==> src/rtl/period_meter_pkg.sv <==
// period_meter_pkg: shared types for the period meter.
// Holds the measurement FSM state encoding.
package period_meter_pkg;

   typedef enum logic [1:0] {
      IDLE    = 2'd0,
      ARM     = 2'd1,
      MEASURE = 2'd2
   } state_t;

endpackage

==> src/rtl/sync_edge.sv <==
// sync_edge: 2-flop synchronizer plus rising-edge detector.
// Ports: clk, rst_n (async low), d (async in), rise (1-cycle pulse).
module sync_edge (
   input  logic clk,
   input  logic rst_n,
   input  logic d,
   output logic rise
);

   logic s1;
   logic s2;
   logic s3;

   always_ff @(posedge clk or negedge rst_n) begin
      if (!rst_n) begin
         s1 <= 1'b0;
         s2 <= 1'b0;
         s3 <= 1'b0;
      end else begin
         s1 <= d;
         s2 <= s1;
         s3 <= s2;
      end
   end

   assign rise = s2 & ~s3;

endmodule

==> src/rtl/period_meter.sv <==
// period_meter: measures rising-edge-to-rising-edge interval of sig_in.
// Ports: clk, rst_n, sig_in, en in; period/overflow/period_valid out
// with period_ready handshake; dropped is a sticky lost-result flag.
module period_meter #(
   parameter  int MAX_CYCLES = 1000000,
   localparam int W          = $clog2(MAX_CYCLES + 1)
) (
   input  logic         clk,
   input  logic         rst_n,
   input  logic         sig_in,
   input  logic         en,
   output logic [W-1:0] period,
   output logic         period_valid,
   input  logic         period_ready,
   output logic         overflow,
   output logic         dropped
);

   import period_meter_pkg::*;

   localparam logic [W-1:0] MAXV = W'(MAX_CYCLES);
   localparam logic [W-1:0] ONE  = W'(1);

   state_t       state;
   logic [W-1:0] count;
   logic         sat;
   logic         rise;
   logic         res_v;
   logic         load;

   sync_edge u_sync (
      .clk   (clk),
      .rst_n (rst_n),
      .d     (sig_in),
      .rise  (rise)
   );

   // A result exists only for an edge that closes a measured interval.
   assign res_v = en && (state == MEASURE) && rise;
   // Output slot accepts when empty or being drained this cycle.
   assign load  = res_v && (!period_valid || period_ready);

   always_ff @(posedge clk or negedge rst_n) begin
      if (!rst_n) begin
         state <= IDLE;
         count <= '0;
         sat   <= 1'b0;
      end else if (!en) begin
         state <= IDLE;
         count <= '0;
         sat   <= 1'b0;
      end else begin
         unique case (1'b1)
            (state == IDLE): begin
               state <= ARM;
               count <= '0;
            end
            (state == ARM): begin
               if (rise) begin
                  state <= MEASURE;
                  count <= ONE;
               end
            end
            (state == MEASURE): begin
               if (rise) begin
                  count <= ONE;
                  sat   <= 1'b0;
               end else if (count >= MAXV - ONE) begin
                  // Saturate; the interval reached the limit.
                  count <= MAXV;
                  sat   <= 1'b1;
               end else begin
                  count <= count + ONE;
               end
            end
            default: begin
               state <= IDLE;
               count <= '0;
               sat   <= 1'b0;
            end
         endcase
      end
   end

   always_ff @(posedge clk or negedge rst_n) begin
      if (!rst_n) begin
         period       <= '0;
         overflow     <= 1'b0;
         period_valid <= 1'b0;
         dropped      <= 1'b0;
      end else begin
         if (load) begin
            period       <= count;
            overflow     <= sat;
            period_valid <= 1'b1;
         end else if (period_ready) begin
            period_valid <= 1'b0;
         end
         if (!en) begin
            dropped <= 1'b0;
         end else if (res_v && period_valid && !period_ready) begin
            dropped <= 1'b1;
         end
      end
   end

endmodule

==> config.mk <==
export PLATFORM = sky130hd
export DESIGN_NAME = period_meter
export DESIGN_NICKNAME = d
export VERILOG_FILES = /design/src/rtl/period_meter_pkg.sv /design/src/rtl/sync_edge.sv /design/src/rtl/period_meter.sv
export SDC_FILE = /design/constraint.sdc
export NUM_CORES = 1
export LEC_CHECK = 0
export CAP_MARGIN = 10
export CELL_PAD_IN_SITES_DETAIL_PLACEMENT = 1
export CELL_PAD_IN_SITES_GLOBAL_PLACEMENT = 1
export CORE_MARGIN = 3
export CORE_UTILIZATION = 38
export DETAILED_ROUTE_END_ITERATION = 6
export DONT_BUFFER_PORTS = 1
export PLACE_DENSITY_LB_ADDON = 0.1
export SLEW_MARGIN = 15
export SYNTH_ARGS = -nofsm -noshare
export SYNTH_HDL_FRONTEND = slang
export SYNTH_SLANG_ARGS = --single-unit
==> constraint.sdc <==
create_clock -name clk -period 4.6 [get_ports clk]
set_input_delay 0.69 -clock clk [delete_from_list [all_inputs] [get_ports clk]]
set_output_delay 0.69 -clock clk [all_outputs]
set_load 0.01 [all_outputs]
==> Yosys cells after proc, flatten, opt, wreduce, memory -nomap -nowiden <==
Cells that the tools add are included.
W data, S select, Z words.
{ "totals": {"register_bits": 49, "in_bits": 5, "out_inout_bits": 23, "wordCells": 50} }
{ "classes": {"bitwise_logic": 2, "order_cmp": 1, "n_reduce_logical": 13, "n_addsub": 1, "n_mux": 16, "n_eq_ne": 7} }
{ "ops": {"columns": ["cell", "n"], "rows": [
  ["$mux W20", 4],
  ["$pmux W20 S2", 1],
  ["$add A20 B1 Y20 const B", 1],
  ["$ge A20 B20 Y1 const B", 1],
  ["$mux W1", 7],
  ["$pmux W2 S3", 1],
  ["$logic_and A1 B1 Y1", 5],
  ["$mux W2", 2],
  ["$ne A2 B2 Y1 const B", 2],
  ["$ne A4 B3 Y1 const B", 1],
  ["$reduce_and A2 Y1", 2],
  ["$ne A3 B3 Y1 const B", 1],
  ["$eq A2 B1 Y1 const B", 1],
  ["$eq A2 B2 Y1 const B", 1],
  ["$logic_not A1 Y1", 2],
  ["$logic_not A2 Y1", 1],
  ["$ne A2 B1 Y1 const B", 1],
  ["$pmux W1 S2", 1],
  ["$reduce_bool A2 Y1", 1],
  ["$reduce_or A2 Y1", 1],
  ["$and A1 B1 Y1", 1],
  ["$logic_or A1 B1 Y1", 1],
  ["$not A1 Y1", 1]
]} }

==> Depth between registers and ports, before layout <==
Gate-level depths: netlist of the first run.
{ "depth": {"depth_word": 7, "mapped_depth": 9, "ltp_nobuf": 7} }

==> Cells and area by module <==
From an unflattened synthesis of the first run, not the netlist that was laid out.
{ "unflattened": {"hier_cells": 230, "area_unflattened_um2": 2464.9} }
{ "modules_own_cells": {"columns": ["module", "cells_per_inst", "seq_area_each_um2", "n_inst", "area_per_inst_um2"], "rows": [
  ["period_meter", 226, 1151.1, 1, 2376.0],
  ["sync_edge", 4, 75.1, 1, 88.8]
]} }

==> Worst setup path before layout of the first run <==
Ideal clock, no wire load.
{ "synth_path": {"kind": "reg-to-reg", "start": "reg state[0]", "end": "reg overflow", "path_slack_ns": 2.577, "arrival_time_ns": 1.898, "path_stages_with_launch": 8, "t_required_ns": 4.475, "synth_period_minus_slack_ns": 2.023, "cell_sequence": "dfrtp_1 -> inv_1 -> ha_1 -> clkbuf_1 -> nand2_1 -> nor3_1 -> clkbuf_1 -> mux2_2"} }
{ "synth_between": {"elab_chain_len": 4} }
{ "synth_lines": {"columns": ["element", "line_no", "source"], "rows": [
  ["start: declaration", "period_meter.sv:24", "state_t state;"],
  ["start signal: assignment", "period_meter.sv:45", "state <= IDLE;"],
  ["start signal: assignment", "period_meter.sv:49", "state <= IDLE;"],
  ["start signal: assignment", "period_meter.sv:55", "state <= ARM;"],
  ["$eq A2 B2 Y1", "period_meter.sv:39", "assign res_v = en && (state == MEASURE) && rise;"],
  ["$logic_and A1 B1 Y1 (2 in a row)", "period_meter.sv:39", null],
  ["$logic_and A1 B1 Y1", "period_meter.sv:41", "assign load = res_v && (!period_valid || period_ready);"],
  ["end signal: assignment", "period_meter.sv:94", "overflow <= sat;"],
  ["end: declaration", "period_meter.sv:15", "output logic overflow,"]
]} }
Every way passes these cells.
A chain may end at the register's enable or synchronous reset.

==> Final worst setup path of the first run <==
{ "layout_path": {"start": "reg count[0]", "end": "reg count[15]"} }
{ "layout_between": {"elab_chain_len": 5, "elab_cells_between_ends": 6} }
{ "layout_lines": {"columns": ["element", "line_no", "source"], "rows": [
  ["start: declaration", "period_meter.sv:25", "logic [W-1:0] count;"],
  ["start signal: assignment", "period_meter.sv:73", "count <= count + ONE;"],
  ["$add A20 B1 Y20 or $ge A20 B20 Y1 (tied branches)", "period_meter.sv:73, period_meter.sv:68", null],
  ["$mux W20 *", "period_meter.sv:68", "end else if (count >= MAXV - ONE) begin"],
  ["$mux W20 *", "period_meter.sv:65", "if (rise) begin"],
  ["$pmux W20 S2 *", "period_meter.sv:53", "unique case (1'b1)"],
  ["$mux W20 *", "period_meter.sv:48", "end else if (!en) begin"]
]} }
Mark *: on every way between the ends. The rest lies on a longest branch, timed or not.

==> results of run 1 <==
## registers in the layout (all words and copies together), names as in the netlist
name,cells
count,20
sat,1
state,2
u_sync.s3,1
overflow,1
u_sync.s2,1
u_sync.s1,1
period,20
dropped,1
period_valid,1
## layout by cell type (no fill, tap or decap), types with 2 or more instances in the layout
cell type	Yosys	final
and4_1	4	4
o31ai_1	2	2
buf_4	0	2
or3_1	2	2
nor2b_1	4	4
and3_1	4	4
a21oi_1	6	6
a31oi_1	2	2
dfrtp_1	49	49
a211oi_1	3	3
clkinv_2	0	2
a22o_1	7	7
o21ai_0	14	14
nand4_1	4	4
nor2_1	17	17
or4_1	4	4
nor4_1	3	2
inv_1	5	5
o21bai_1	2	2
nor3_1	10	9
mux2_2	21	21
ha_1	5	5
nand3_1	9	9
and2_1	2	2
o211ai_1	3	3
clkbuf_8	0	5
nand2_1	16	16
## metrics by stage
step	util (%)	std cells	area [um2]
2_1_floorplan	-	223	2370
3_3_place_gp	40.7	289	2440
3_5_place_dp	40.7	289	2440
4_1_cts	42.0	297	2520
5_1_grt	42.1	297	2520
6_report	42.1	297	2520
## layout make-up
type	count	area (um2)
Sequential cell	49	1230
Timing Repair Buffer	2	15.0
Tap cell	75	93.8
Multi-Input combinational cell	158	1090
Fill cell	681	3470
Clock inverter	2	10.0
Clock buffer	6	72.6
Inverter	5	18.8
## power groups by stage
stage	clock [mW]	combinational, mW	sequential (mW)
floorplan	0	0.0334	0.445
global placement	0	0.0413	0.445
detailed placement	0	0.0438	0.446
CTS	0.258	0.0442	0.437
global route	0.281	0.0501	0.438
finish	0.248	0.0436	0.437
## cell families (layout without fill, tap and decap cells)
kind of cell | Yosys count | after routing | synth area share [%]
compound gates | 49 | 49 | 14.5
buf+inv | 16 | 15 | 2.64
mux | 22 | 22 | 10.4
fa+ha+maj | 5 | 5 | 2.64
simple gates | 82 | 82 | 17.9
flops | 49 | 49 | 51.8
## worst max-delay path by stage
| stage | start | to | cells after the start |
|---|---|---|---|
| final | count[0] | count[15] | 6 |
| after global routing | count[0] | count[15] | 6 |
| after CTS | count[0] | count[15] | 6 |
| after detailed placement | count[0] | count[15] | 6 |
| after global placement | count[0] | count[15] | 6 |
| after floorplan | state[0] | overflow | 7 |
## layer usage
metal,track usage (%),routed length (um),up-vias
met5,0,0,-
met4,6.91,91,0
met3,3.98,227,9
met2,26.0,2610,30
met1,22.4,2680,879
li1,-,-,821
==> results by group, run 1 <==
STA
  – RSZ-0062 raised after global routing: no
  – Fmax achieved: 387 MHz
  – Hold WS: 0.0722 ns
  – Slew HR: 35.3%
  – Max Slew Vio Count: 0
  – Crit share post-route: 56.2%
  – Worst Skew: 0.00790 ns
  – Setup TNS: 0 ns
  – Hold Vio Cnt, Final: 0
  – Worst-Margin Slew: 0.966 ns
  – Final setup fails: 0
  – Fin worst setup slack: 2.02 ns
  – Final min period: 2.58 ns

Yosys
  – Synth top area cells: dfrtp_1, mux2_2, o21ai_0
  – Post-synth top cells: dfrtp_1, mux2_2, nor2_1, nand2_1, o21ai_0
  – Yosys reg bits: 49
  – Synth warn: 0
  – Mapped Nets: 233
  – Gate Count Post-Synth: 223
  – Asr flop ratio synth: 100%
  – Mean Syn Cell Area: 10.6 um2
  – Distinct cells, synth: 40
  – Synth Flop Type: dfrtp_1
  – Leading area contributor after synthesis: dfrtp_1
  – Synth top area share: 51.8%
  – Number of enable flip-flop cells after synthesis: 0
  – Netlist Area Pre-Place: 2370 um2
  – Most common cell in the synthesized netlist: dfrtp_1
  – Share of the yosys chip area belonging to registers: 51.8%

Floorplan
  – Die X: 84.9 um
  – Io pins: 28
  – Die Area: 7210 um2
  – Initial Utilization: 39.5%
  – Row count: 28
  – Die Y: 84.9 um
  – Core Box Area: 5990 um2

Power and ir drop
  – Switching Power: 0.176 mW
  – Peak VDD IR: 0.000107 V
  – Switch share: 24.1%
  – Reg power frac: 59.9%
  – LEAKAGE: 1.12 nW
  – Pwr Density: 289 nW/um2
  – Cell Int Power: 0.553 mW
  – Tot Pwr: 0.729 mW
  – Clock power frac: 34.1%
  – Combinational power share: 6.0%

Critical path
  – Reg-to-reg slack, setup: 2.02 ns
  – Crit end category: flip-flop
  – Critical path's top delay family: compound AO/OA/AOI/OAI gates
  – Slowest CP cell: o211ai_1
  – Crit Reg-Reg Startpoint: count[0]
  – Kind of critical path: reg -> reg
  – Data required time of the critical path: 4.80 ns
  – Worst Path Arrival: 2.78 ns
  – Slowest Stage Delay on Critical Path: 0.79 ns
  – Worst Setup Start Kind: flip-flop
  – CP Max Fanout: 14
  – Worst Path Buf+Inv: 0
  – FF-to-FF End: count[15]
  – R2R depth: 6
  – Crit-path cells: ha_1 > and4_1 > a211oi_2 > o211ai_1 > nor2_1 > a31o_2

Clocking
  – Latest clock arrival within the worst-skew pair: 0.30 ns
  – Post-CTS Setup Repair Bufs: 0
  – Num Clock Sinks: 49
  – Root buffer cell: clkbuf_8
  – CTS Hold Bufs: 0
  – CTS tree: built
  – Num CTS Buffers: 5
  – Reg clk slew, reported paths: 0.09 ns
  – CTS Buffer Depth: 2
  – H-tree depth: 2
  – Post-cts sizing count: 0

GRT
  – GR Overflow Total: 0
  – Initial antenna violation count: 0
  – Global-route wire length before repair: 9.54 mm
  – Largest net degree at the start of global routing: 50
  – Vias in the first global route: 1853
  – Total GRT Usage: 16.7%

Placed design
  – RePlAce Congestion: 0.775
  – Pre-CTS setup slack: 2.02 ns
  – HPWL Detailed: 3.90 mm
  – I/O Buffers: 0

Detailed routing
  – DR WL/cell: 18.9 um
  – Avg Vias per Cell: 5.86
  – Vias: 1739
  – Initial DRC Count: 63
  – Final wirelength: 5.61 mm
  – Drt pass-1 iters: 4
  – Remaining antenna violation count: 0
  – Residual DRC: 0

Cells and area
  – Layout area overhead: 6.72%
  – Share of cells above drive strength 1: 16.2%
  – Final net count: 231
  – Diodes inserted: 0

Status
  – Status: finished, final reports clean

Worst hold path
  – Type of the worst min-delay path: in -> async

Job
  – Max_cap viols: 0
No activity file was read; power rests on OpenSTA's default activity.
==> run 2: changes to the inputs <==
==> constraint.sdc (replaced) <==
create_clock -name clk -period 2.2 [get_ports clk]
set_input_delay 0.33 -clock clk [delete_from_list [all_inputs] [get_ports clk]]
set_output_delay 0.33 -clock clk [all_outputs]
set_load 0.01 [all_outputs]
==> run 2 against run 1 <==
Against the previous run:
- fmax is 27% higher
- routed wire length is 4.2% higher
- highest routed layer unchanged
- largest cell class unchanged
- total power is 120% higher
- via count is 5.3% higher
==> results by group, run 2 (same netlist as run 1, synthesis figures left out) <==
Detailed routing
  – Vias: 1832
  – Initial DRC Count: 69
  – Drt pass-1 iters: 4
  – DR WL/cell: 18.2 um
  – Avg Vias per Cell: 5.71
  – Final wirelength: 5.84 mm
  – Remaining antenna violation count: 0
  – Residual DRC: 0

Critical path
  – Slowest Stage Delay on Critical Path: 0.53 ns
  – Crit-path cells: or4_1 > a211oi_2 > o211ai_1 > or4_1 > o211ai_1
  – Critical path's top delay family: simple AND/OR/NAND/NOR gates
  – Data required time of the critical path: 2.42 ns
  – Kind of critical path: reg -> reg
  – Crit end category: flip-flop
  – Worst Setup Start Kind: flip-flop
  – CP Max Fanout: 7
  – Worst Path Buf+Inv: 0
  – Slowest CP cell: or4_1
  – Worst Path Arrival: 2.25 ns

Status
  – Status: finished, final reports clean

GRT
  – GR Overflow Total: 0
  – Total GRT Usage: 17.8%
  – Initial antenna violation count: 0
  – Vias in the first global route: 2004
  – Global-route wire length before repair: 10.3 mm
  – Largest net degree at the start of global routing: 50

Floorplan
  – Row count: 28
  – Core Box Area: 5990 um2
  – Initial Utilization: 39.5%
  – Io pins: 28
  – Die Y: 84.9 um
  – Die Area: 7210 um2
  – Die X: 84.9 um

Clocking
  – Root buffer cell: clkbuf_8
  – Latest clock arrival within the worst-skew pair: 0.30 ns
  – Num CTS Buffers: 5
  – CTS Buffer Depth: 2
  – Reg clk slew, reported paths: 0.09 ns
  – CTS tree: built
  – Num Clock Sinks: 49
  – H-tree depth: 2

Power and ir drop
  – Peak VDD IR: 0.000258 V
  – LEAKAGE: 1.26 nW
  – Pwr Density: 592 nW/um2

STA
  – Fmax achieved: 493 MHz
  – Final min period: 2.03 ns
  – Max Slew Vio Count: 0
  – Crit share post-route: 92.3%
  – RSZ-0062 raised after global routing: no
  – Slew HR: 67.7%
  – Worst-Margin Slew: 0.482 ns
  – Setup TNS: 0 ns
  – Worst Skew: 0.00507 ns
  – Hold Vio Cnt, Final: 0
  – Final setup fails: 0

Placed design
  – RePlAce Congestion: 0.844
  – I/O Buffers: 0
  – HPWL Detailed: 4.27 mm

Cells and area
  – Layout area overhead: 16.4%
  – Share of cells above drive strength 1: 25.6%
  – Diodes inserted: 0
  – Fin util: 46.0%
  – Fillcell total: 676
  – Final net count: 255
  – Most frequent cells in the layout: dfrtp_1, buf_4, mux2_2
  – Commonest non-fill, non-tap cell in the layout: dfrtp_1
  – Largest registers: count x20, period x20, state x2

Job
  – Max_cap viols: 0

Worst hold path
  – Type of the worst min-delay path: in -> reg
==> run 2: worst reg2reg max path: cells and delay by family, from the launching register on <==
| family | cells | cell delay (ns) |
|---|---|---|
| flip-flops | 1 | 0.39 |
| AO/OA/AOI/OAI | 3 | 0.57 |
| AND/OR/NAND/NOR | 2 | 0.99 |
==> run 2: layer usage <==
layer	global-route usage (%)	up-vias	wire length [um]
li1	-	868	-
met1	24.3	935	2810
met2	29.0	25	2800
met3	4.27	4	203
met4	3.60	0	34
met5	0	-	0
==> run 2: what timing repair did <==
action	4_1_cts	5_1_grt
hold buffers	2	0
buffers inserted	0	1
endpoints found under the setup margin	0	10
resized for setup	0	5
endpoints found under the hold margin	49	0
==> run 2: layout make-up <==
type                            count  area, um2  area share (%)
Sequential cell                    49       1230            44.5
Tap cell                           75       93.8            3.41
Inverter                            5       18.8           0.681
Clock buffer                        7       96.3            3.50
Timing Repair Buffer               26        218            7.90
Clock inverter                      1       5.00           0.182
Multi-Input combinational cell    158       1100            39.8
==> run 2: path summary, 6_finish.rpt <==
kind	to	from	slack [ns]	depth (start not counted)
max	count[13]	count[10]	0.17	5
min	u_sync.s1	sig_in	0.05	0
max reg2reg	count[13]	count[10]	0.17	5
min reg2reg	u_sync.s2	u_sync.s1	0.36	0
max in group asynchronous	period[13]	rst_n	1.44	2
min in group asynchronous	period[8]	rst_n	0.53	2
==> run 2: where the power goes <==
part           internal (mW)  total (mW)  switching (mW)
clock network          0.285       0.585           0.300
logic                 0.0451       0.132          0.0867
registers              0.908       0.913         0.00535
total                   1.24        1.63           0.392
==> run 2: stage by stage <==
step           hold WS, ns  setup slack (ns)  total power [mW]  area (um2)  cells
6_report            0.0513             0.170              1.63        2760    321
5_1_grt             0.0346            0.0104              1.71        2760    321
4_1_cts             0.0416            0.0313              1.66        2730    320
3_5_place_dp        0.0358            0.0512              1.04        2590    310
3_3_place_gp        0.0358             0.155              1.03        2590    310
2_1_floorplan       0.0344             0.177              1.00        2370    223
==> run 3: changes to the inputs <==
--- a/config.mk
+++ b/config.mk
@@ -12,7 +12,7 @@
 export CORE_UTILIZATION = 38
 export DETAILED_ROUTE_END_ITERATION = 6
 export DONT_BUFFER_PORTS = 1
-export PLACE_DENSITY_LB_ADDON = 0.1
+export PLACE_DENSITY = 0.64
 export SLEW_MARGIN = 15
 export SYNTH_ARGS = -nofsm -noshare
 export SYNTH_HDL_FRONTEND = slang
==> run 3 against run 2 <==
Against the previous run:
- global-route usage decreased by 0.14 points
- routed wire length increased by 1.4%
- worst setup slack got worse by 0.037 ns
- sequential share of layout area decreased by 0.76 points
- clock-buffer cell count unchanged
- largest power group unchanged
- clock power decreased by 7.9%
- cell count increased by 2.2%
- critical path depth increased by 2
- via count increased by 1.1%
- highest routed layer unchanged
- first-iteration DRC count increased by 20%
- critical endpoint is now count[5]
- core utilization increased by 0.79 points
- fmax decreased by 1.8%
==> results by group, run 3 (same netlist as run 1, synthesis figures left out) <==
Status
  – Status: finished, final reports clean

Cells and area
  – Most frequent cells in the layout: dfrtp_1, buf_4, mux2_2
  – Final net count: 263
  – Final Cell Area: 2800 um2
  – Largest registers: count x20, period x20, state x2
  – Layout area overhead: 18.5%
  – Diodes inserted: 0
  – Fin util: 46.8%
  – Share of cells above drive strength 1: 27.3%
  – Commonest non-fill, non-tap cell in the layout: dfrtp_1

Detailed routing
  – DR WL/cell: 18.1 um
  – Remaining antenna violation count: 0
  – Final wirelength: 5.92 mm
  – Residual DRC: 0
  – Drt pass-1 iters: 4
  – Avg Vias per Cell: 5.65
  – Initial DRC Count: 83
  – Vias: 1852

Clocking
  – Latest clock arrival within the worst-skew pair: 0.30 ns
  – CTS tree: built
  – CTS Buffer Depth: 2
  – Root buffer cell: clkbuf_8
  – Reg clk slew, reported paths: 0.09 ns
  – H-tree depth: 2
  – Num Clock Sinks: 49
  – Num CTS Buffers: 5

STA
  – Worst-Margin Slew: 0.545 ns
  – Final min period: 2.07 ns
  – Hold Vio Cnt, Final: 0
  – Max Slew Vio Count: 0
  – Crit share post-route: 93.9%
  – Hold WS: 0.0471 ns
  – Slew HR: 63.5%
  – Final setup fails: 0
  – Fmax achieved: 484 MHz
  – Worst Skew: 0.00568 ns

GRT
  – Global-route wire length before repair: 10.0 mm
  – Initial antenna violation count: 0
  – Largest net degree at the start of global routing: 50
  – Vias in the first global route: 1929
  – GR Overflow Total: 0
  – Total GRT Usage: 17.7%

Floorplan
  – Die Area: 7210 um2
  – Initial Utilization: 39.5%
  – Row count: 28
  – Io pins: 28
  – Die X: 84.9 um
  – Die Y: 84.9 um
  – Core Box Area: 5990 um2

Critical path
  – Worst Path Arrival: 2.25 ns
  – CP Max Fanout: 8
  – Data required time of the critical path: 2.39 ns
  – Worst Setup Start Kind: flip-flop
  – Kind of critical path: reg -> reg
  – Crit end category: flip-flop

Placed design
  – Dpl cell area: 2640 um2
  – RePlAce Congestion: 0.809
  – I/O Buffers: 0
  – HPWL Detailed: 4.23 mm

Worst hold path
  – Type of the worst min-delay path: in -> reg

Job
  – Max_cap viols: 0

Power and ir drop
  – Peak VDD IR: 0.000234 V
  – Pwr Density: 568 nW/um2
  – Tot Pwr: 1.59 mW
  – LEAKAGE: 1.29 nW
[run 3: path summary, 6_finish.rpt]
path                                 from    endpoint  slack, ns  cells past startpoint
min in group asynchronous           rst_n     dropped       0.54                      2
worst max register to register   count[0]    count[5]       0.13                      7
worst min register to register  u_sync.s1   u_sync.s2       0.37                      0
worst max-delay path             count[0]    count[5]       0.13                      7
max in group asynchronous           rst_n  period[12]       1.44                      2
worst min-delay path               sig_in   u_sync.s1       0.05                      0
[run 3: worst max-delay path, cell delays in order, from the launching register on]
cell      delay, ns
dfrtp_1        0.37
ha_2           0.20
and4_4         0.23
a211oi_2       0.07
o211ai_1       0.47
buf_4          0.25
o21ai_0        0.09
a22o_1         0.25
[run 3: layout make-up]
class	instances	area, um2
fillers	667	3190
inverters	5	18.8
clock buffers	7	86.3
well taps	75	93.8
flip-flops and latches	49	1230
repair buffers	34	278
multi-input cells	158	1100
[run 3: timing repair]
item / in CTS / in global routing
hold endpoints to repair: 49 / 0
resized for setup: 0 / 5
setup endpoints to repair: 0 / 10
buffers inserted: 0 / 3
hold buffers: 2 / 0
[run 3: through the flow]
step | TNS (ns) | setup slack, ns | cells
after global placement | 0 | 0.0951 | 316
after floorplan | 0 | 0.177 | 223
after detailed placement | 0 | 0.0318 | 316
final | 0 | 0.133 | 328
after global routing | -0.00643 | -0.00643 | 328
after CTS | 0 | 0.00503 | 325
[run 3: report_power, final]
group | internal [mW] | switching, mW | total [mW] | leakage [nW]
registers | 0.908 | 0.00464 | 0.912 | 0.676
clock network | 0.250 | 0.289 | 0.539 | 0.0443
logic | 0.0520 | 0.0880 | 0.140 | 0.572
[run 3: routing by layer]
metal	GRT usage, %	share of wire (%)
met1	24.1	48
met2	28.0	47
met3	4.37	4.1
met4	5.18	1.2
met5	0	0
